## src/rtl/hopfield_spike_decoder.sv

```systemverilog
// Hopfield recall readout: counts rising spike edges per neuron over a fixed window,
// thresholds them into a recalled pattern and reports the strongest neuron on valid/ready.
module hopfield_spike_decoder #(
    parameter int unsigned N      = 7,
    parameter int unsigned P      = 4,
    parameter int unsigned WINDOW = 256,
    parameter int unsigned CW     = 8,
    parameter int unsigned THRESH = 4,
    parameter int unsigned IW     = $clog2(N + 1)
) (
    input  logic          clk,
    input  logic          reset,
    input  logic          start,
    input  logic [N-1:0]  spikes,
    output logic          busy,
    output logic          out_valid,
    input  logic          out_ready,
    output logic [P-1:0]  pattern_out,
    output logic [N-1:0]  active_mask,
    output logic [IW-1:0] winner_idx
);

    localparam int unsigned TW = $clog2(WINDOW);
    localparam logic [CW-1:0] CNT_MAX = '1;
    localparam logic [CW-1:0] THR     = CW'(THRESH);
    localparam logic [TW-1:0] T_LAST  = TW'(WINDOW - 1);

    typedef enum logic [1:0] {
        IDLE   = 2'd0,
        COUNT  = 2'd1,
        DECIDE = 2'd2,
        HOLD   = 2'd3
    } state_t;

    state_t          state;
    state_t          state_next;
    logic [N-1:0]    spikes_q;
    logic [N-1:0]    edges;
    logic [CW-1:0]   count [N];
    logic [TW-1:0]   timer;
    logic [N-1:0]    mask_c;
    logic [IW-1:0]   winner_c;
    logic [CW-1:0]   best_c;

    assign edges = spikes & ~spikes_q;

    // Next-state logic; start is only looked at in IDLE, so it is never queued.
    always_comb begin
        state_next = state;
        case (state)
            IDLE:    if (start) state_next = COUNT;
            COUNT:   if (timer == T_LAST) state_next = DECIDE;
            DECIDE:  state_next = HOLD;
            HOLD:    if (out_ready) state_next = IDLE;
            default: state_next = IDLE;
        endcase
    end

    // Threshold compare and first-maximum scan; an all-zero window leaves the index at N.
    always_comb begin
        best_c   = '0;
        winner_c = IW'(N);
        mask_c   = '0;
        for (int n = 0; n < int'(N); n++) begin
            mask_c[n] = (count[n] >= THR);
            if (count[n] > best_c) begin
                best_c   = count[n];
                winner_c = IW'(n);
            end
        end
    end

    always_ff @(posedge clk) begin
        if (reset) begin
            state       <= IDLE;
            spikes_q    <= '0;
            timer       <= '0;
            busy        <= 1'b0;
            out_valid   <= 1'b0;
            pattern_out <= '0;
            active_mask <= '0;
            winner_idx  <= '0;
            for (int n = 0; n < int'(N); n++) count[n] <= '0;
        end else begin
            state     <= state_next;
            spikes_q  <= spikes;
            busy      <= (state_next != IDLE);
            out_valid <= (state_next == HOLD);
            case (state)
                IDLE: begin
                    if (start) begin
                        timer <= '0;
                        for (int n = 0; n < int'(N); n++) count[n] <= '0;
                    end
                end
                COUNT: begin
                    timer <= timer + TW'(1);
                    for (int n = 0; n < int'(N); n++) begin
                        if (edges[n] && (count[n] != CNT_MAX)) count[n] <= count[n] + CW'(1);
                    end
                end
                DECIDE: begin
                    pattern_out <= mask_c[P-1:0];
                    active_mask <= mask_c;
                    winner_idx  <= winner_c;
                end
                default: ;
            endcase
        end
    end

endmodule

```

## config.mk

```make
export PLATFORM = sky130hd
export DESIGN_NAME = hopfield_spike_decoder
export DESIGN_NICKNAME = d
export VERILOG_FILES = /design/src/rtl/hopfield_spike_decoder.sv
export SDC_FILE = /design/constraint.sdc
export NUM_CORES = 1
export LEC_CHECK = 0
export CAP_MARGIN = 20
export CORE_ASPECT_RATIO = 0.8
export CORE_MARGIN = 4
export CORE_UTILIZATION = 35
export DETAILED_ROUTE_END_ITERATION = 10
export PLACE_DENSITY = 0.53
export SYNTH_ARGS = -nofsm -noshare
export SYNTH_HDL_FRONTEND = slang
export SYNTH_SLANG_ARGS = --single-unit
```

## constraint.sdc

```tcl
create_clock -name clk -period 16.49 [get_ports clk]
set_input_delay 2.4735 -clock clk [delete_from_list [all_inputs] [get_ports clk]]
set_output_delay 2.4735 -clock clk [all_outputs]
set_load 0.05 [all_outputs]
```

==> flow_results.xml <==
<?xml version="1.0" encoding="UTF-8"?>
<metrics>
  <group name="routing">
    <metric name="vias_per_cell" unit="">5.30</metric>
    <metric name="detailed_routing_iteration_count_for_the_pre_antenna_repair_pass" unit="">5</metric>
    <metric name="routed_wire_length_per_instance" unit="um">16.3</metric>
    <metric name="drt_iter0_drc" unit="">286</metric>
    <metric name="finalWirelength" unit="mm">15.0</metric>
    <metric name="antenna_violating_nets_post_route" unit="">0</metric>
    <metric name="detail_route.drc_violations" unit="">0</metric>
    <metric name="detailroute.via_count" unit="">4880</metric>
  </group>
  <group name="yosys">
    <metric name="yosys_most_used_dff" unit="">edfxtp_1</metric>
    <metric name="synth.top_cell.area_share" unit="%">23.6</metric>
    <metric name="ys_async_sr_fraction" unit="%">0</metric>
    <metric name="yosys.area.top_type" unit="">edfxtp_1</metric>
    <metric name="synthesized_nets" unit="">746</metric>
    <metric name="syn-instance-count" unit="">675</metric>
    <metric name="post-synth-top-count-cell" unit="">nor2_1</metric>
    <metric name="register_bit_count_reported_by_yosys" unit="">85</metric>
    <metric name="synth_cell_types" unit="">61</metric>
    <metric name="ys_warn_count" unit="">0</metric>
    <metric name="post_synth_most_frequent_cells" unit="">nor2_1, ha_1, inv_1</metric>
    <metric name="synth_area_leaders" unit="">edfxtp_1, ha_1, dfxtp_1</metric>
    <metric name="count_of_flip_flops_with_a_built_in_enable_after_synthesis" unit="">48</metric>
    <metric name="netlist_area" unit="um2">6100</metric>
    <metric name="synthesis.area_per_instance" unit="um2">9.04</metric>
    <metric name="yosysSeqAreaShare" unit="%">35.8</metric>
  </group>
  <group name="final_layout">
    <metric name="insertedDiodeCount" unit="">0</metric>
    <metric name="drive_gt1_share" unit="%">7.71</metric>
    <metric name="layout.filler_cells" unit="">1675</metric>
    <metric name="layout-area-overhead-vs-synth" unit="%">12.3</metric>
    <metric name="fin_nets" unit="">766</metric>
  </group>
  <group name="floorplan">
    <metric name="die_h" unit="um">126</metric>
    <metric name="core_area" unit="um2">16800</metric>
    <metric name="initial_utilization" unit="%">36.3</metric>
    <metric name="number_of_standard_cell_rows_in_the_floorplan" unit="">42</metric>
    <metric name="design.die.area" unit="um2">19600</metric>
    <metric name="ioPinCount" unit="">27</metric>
    <metric name="dieWidth" unit="um">156</metric>
  </group>
  <group name="sta">
    <metric name="fin_crit_sh" unit="%">85.6</metric>
    <metric name="finalSetupViolCount" unit="">0</metric>
    <metric name="transition_time_at_the_pin_with_the_least_slew_margin" unit="ns">1.06</metric>
    <metric name="fmax" unit="MHz">70.9</metric>
    <metric name="post-route-min-period" unit="ns">14.11</metric>
    <metric name="rsz_0062_raised_after_global_routing" unit="">no</metric>
    <metric name="slew-limit-headroom" unit="%">29.5</metric>
    <metric name="totalNegativeSetupSlack" unit="ns">0</metric>
    <metric name="final_hold_viol_count" unit="">0</metric>
    <metric name="final_max_slew_viol_count" unit="">0</metric>
    <metric name="finClkSkew" unit="ns">0.00750</metric>
  </group>
  <group name="global_route">
    <metric name="number_of_global_route_vias_before_repair" unit="">4687</metric>
    <metric name="grt_overflow_total" unit="">0</metric>
    <metric name="grt_use_total" unit="%">15.6</metric>
    <metric name="initial_antenna_violation_count" unit="">0</metric>
    <metric name="grt_max_degree" unit="">35</metric>
    <metric name="grt_first_pass_wirelength" unit="mm">24.7</metric>
  </group>
  <group name="clock_network">
    <metric name="cts-hold-fix-buffers" unit="">0</metric>
    <metric name="cts.reportedPaths.clkPinSlew" unit="ns">0.06</metric>
    <metric name="tritoncts" unit="">built</metric>
    <metric name="clock_sink_count" unit="">85</metric>
    <metric name="post_cts_resize_count" unit="">0</metric>
    <metric name="clock_insertion_delay_worst_skew" unit="ns">0.35</metric>
    <metric name="cts_buffers" unit="">9</metric>
    <metric name="ctsLongestPathBuffers" unit="">2</metric>
    <metric name="htree_levels" unit="">3</metric>
    <metric name="clock_tree.root_cell" unit="">clkbuf_16</metric>
    <metric name="post_cts_repair_setup_buffers" unit="">0</metric>
  </group>
  <group name="outcome">
    <metric name="run_status" unit="">complete, no violations</metric>
  </group>
  <group name="critical_path">
    <metric name="worstSetupEndpointType" unit="">register</metric>
    <metric name="worst_path_largest_cell_delay" unit="ns">0.81</metric>
    <metric name="critical_path_required" unit="ns">16.71</metric>
    <metric name="path_max_fanout" unit="">17</metric>
    <metric name="reg2reg_from" unit="">count[0][2]$_SDFFCE_PN0P_</metric>
    <metric name="worstSetupStartpointType" unit="">register</metric>
    <metric name="r2r_cells" unit="">59</metric>
    <metric name="critPathCapture" unit="">winner_idx[2]$_SDFFE_PP0P_</metric>
    <metric name="worstReg2RegEnd" unit="">winner_idx[2]$_SDFFE_PP0P_</metric>
    <metric name="critical_path_origin" unit="">count[0][2]$_SDFFCE_PN0P_</metric>
    <metric name="arrival_time_at_the_worst_endpoint" unit="ns">14.33</metric>
    <metric name="timing.reg2reg.setup_slack" unit="ns">2.38</metric>
    <metric name="slowest_stage" unit="">a21oi_1</metric>
    <metric name="path_class" unit="">register to register</metric>
  </group>
  <group name="placed_design">
    <metric name="final_replace_weighted_congestion" unit="">0.934</metric>
    <metric name="place.port_buffers" unit="">26</metric>
    <metric name="dp_hpwl" unit="mm">11.4</metric>
  </group>
  <group name="power_and_ir_drop">
    <metric name="cellPowerDensity" unit="nW/um2">124</metric>
    <metric name="finalPower" unit="mW">0.847</metric>
    <metric name="vdd_ir_drop_max" unit="mV">0.0602</metric>
    <metric name="total_leakage_power" unit="nW">2.70</metric>
  </group>
  <group name="run">
    <metric name="maximum_capacitance_violations" unit="">0</metric>
  </group>
  <group name="min_path">
    <metric name="hold_class" unit="">register to register</metric>
    <metric name="min-delay-start" unit="">timer[1]$_SDFFE_PP0P_</metric>
  </group>
</metrics>
cell type report:
cell class | instances | area [um2] | share of cell area (%)
timing repair buffer | 28 | 275 | 4.02
sequential | 85 | 2180 | 31.8
multi-input combinational | 521 | 3630 | 53.0
inverter | 50 | 188 | 2.74
tap | 220 | 275 | 4.02
clock buffer | 9 | 225 | 3.29
clock inverter | 7 | 73.8 | 1.08
worst min path at each step:
| stage | end | slack [ns] | cells after the start |
|---|---|---|---|
| 5_1_grt | timer[1]$_SDFFE_PP0P_ | 0.53 | 2 |
| 6_report | timer[1]$_SDFFE_PP0P_ | 0.49 | 2 |
| 3_3_place_gp | timer[3]$_SDFFE_PP0P_ | 0.48 | 1 |
| 2_1_floorplan | timer[3]$_SDFFE_PP0P_ | 0.45 | 1 |
| 3_5_place_dp | timer[3]$_SDFFE_PP0P_ | 0.48 | 1 |
| 4_1_cts | timer[1]$_SDFFE_PP0P_ | 0.50 | 2 |
logic make-up (layout without fill, tap and decap cells):
logic type | count (synthesis) | in the layout | synth area share [%]
simple gates | 273 | 273 | 22.3
compound gates | 119 | 119 | 14.1
flops | 85 | 85 | 35.8
buf+inv | 69 | 94 | 4.70
fa+ha+maj | 60 | 60 | 12.3
xor+xnor | 40 | 40 | 5.74
mux | 29 | 29 | 5.05
per-layer routing:
layer | global-route usage [%] | up-vias | wire, um
li1 | - | 2472 | -
met1 | 24.0 | 2278 | 7910
met5 | 0 | - | 0
met2 | 21.0 | 116 | 6050
met4 | 4.37 | 0 | 158
met3 | 4.46 | 14 | 913
state kept, by name, summed over array words and instances, names as in the netlist:
name	flops
active_mask	4
busy	1
count	56
out_valid	1
pattern_out	3
spikes_q	7
state	2
timer	8
winner_idx	3
where the power goes:
part / leakage [nW] / total (mW) / internal (mW) / switching, mW
clock: 0.146 / 0.205 / 0.118 / 0.0869
sequential: 0.824 / 0.252 / 0.235 / 0.0165
combinational: 1.73 / 0.391 / 0.161 / 0.230
critical path, delay by kind of cell, from the launching register on:
| family | cells | cell delay (ns) |
|---|---|---|
| buffers and inverters | 3 | 0.32 |
| AO/OA/AOI/OAI | 29 | 6.35 |
| adder cells (fa/ha/maj) | 6 | 1.70 |
| flip-flops | 1 | 0.51 |
| AND/OR/NAND/NOR | 15 | 2.94 |
| multiplexers | 6 | 2.18 |
stage by stage:
| stage | instance area (um2) | hold WS [ns] | cells | setup WS [ns] | util, % |
|---|---|---|---|---|---|
| after CTS | 6850 | 0.497 | 920 | 2.52 | 40.8 |
| after global routing | 6850 | 0.527 | 920 | 1.29 | 40.8 |
| final | 6850 | 0.493 | 920 | 2.38 | 40.8 |
| after floorplan | 6100 | 0.452 | 675 | 4.57 | - |
| after detailed placement | 6550 | 0.483 | 904 | 2.52 | 39.0 |
| after global placement | 6550 | 0.483 | 904 | 3.13 | 39.0 |
layout by cell type, fill, tap and decap left out, drive strengths merged, types with 18 or more instances in the layout:
cell type       n
edfxtp         48
mux2i          18
xnor2          20
nor3           21
xor2           20
clkdlybuf4s50  26
a21oi          27
nand3          35
nand2          35
ha             60
inv            51
dfxtp          37
nor2           98
No activity file was read; power rests on OpenSTA's default activity.
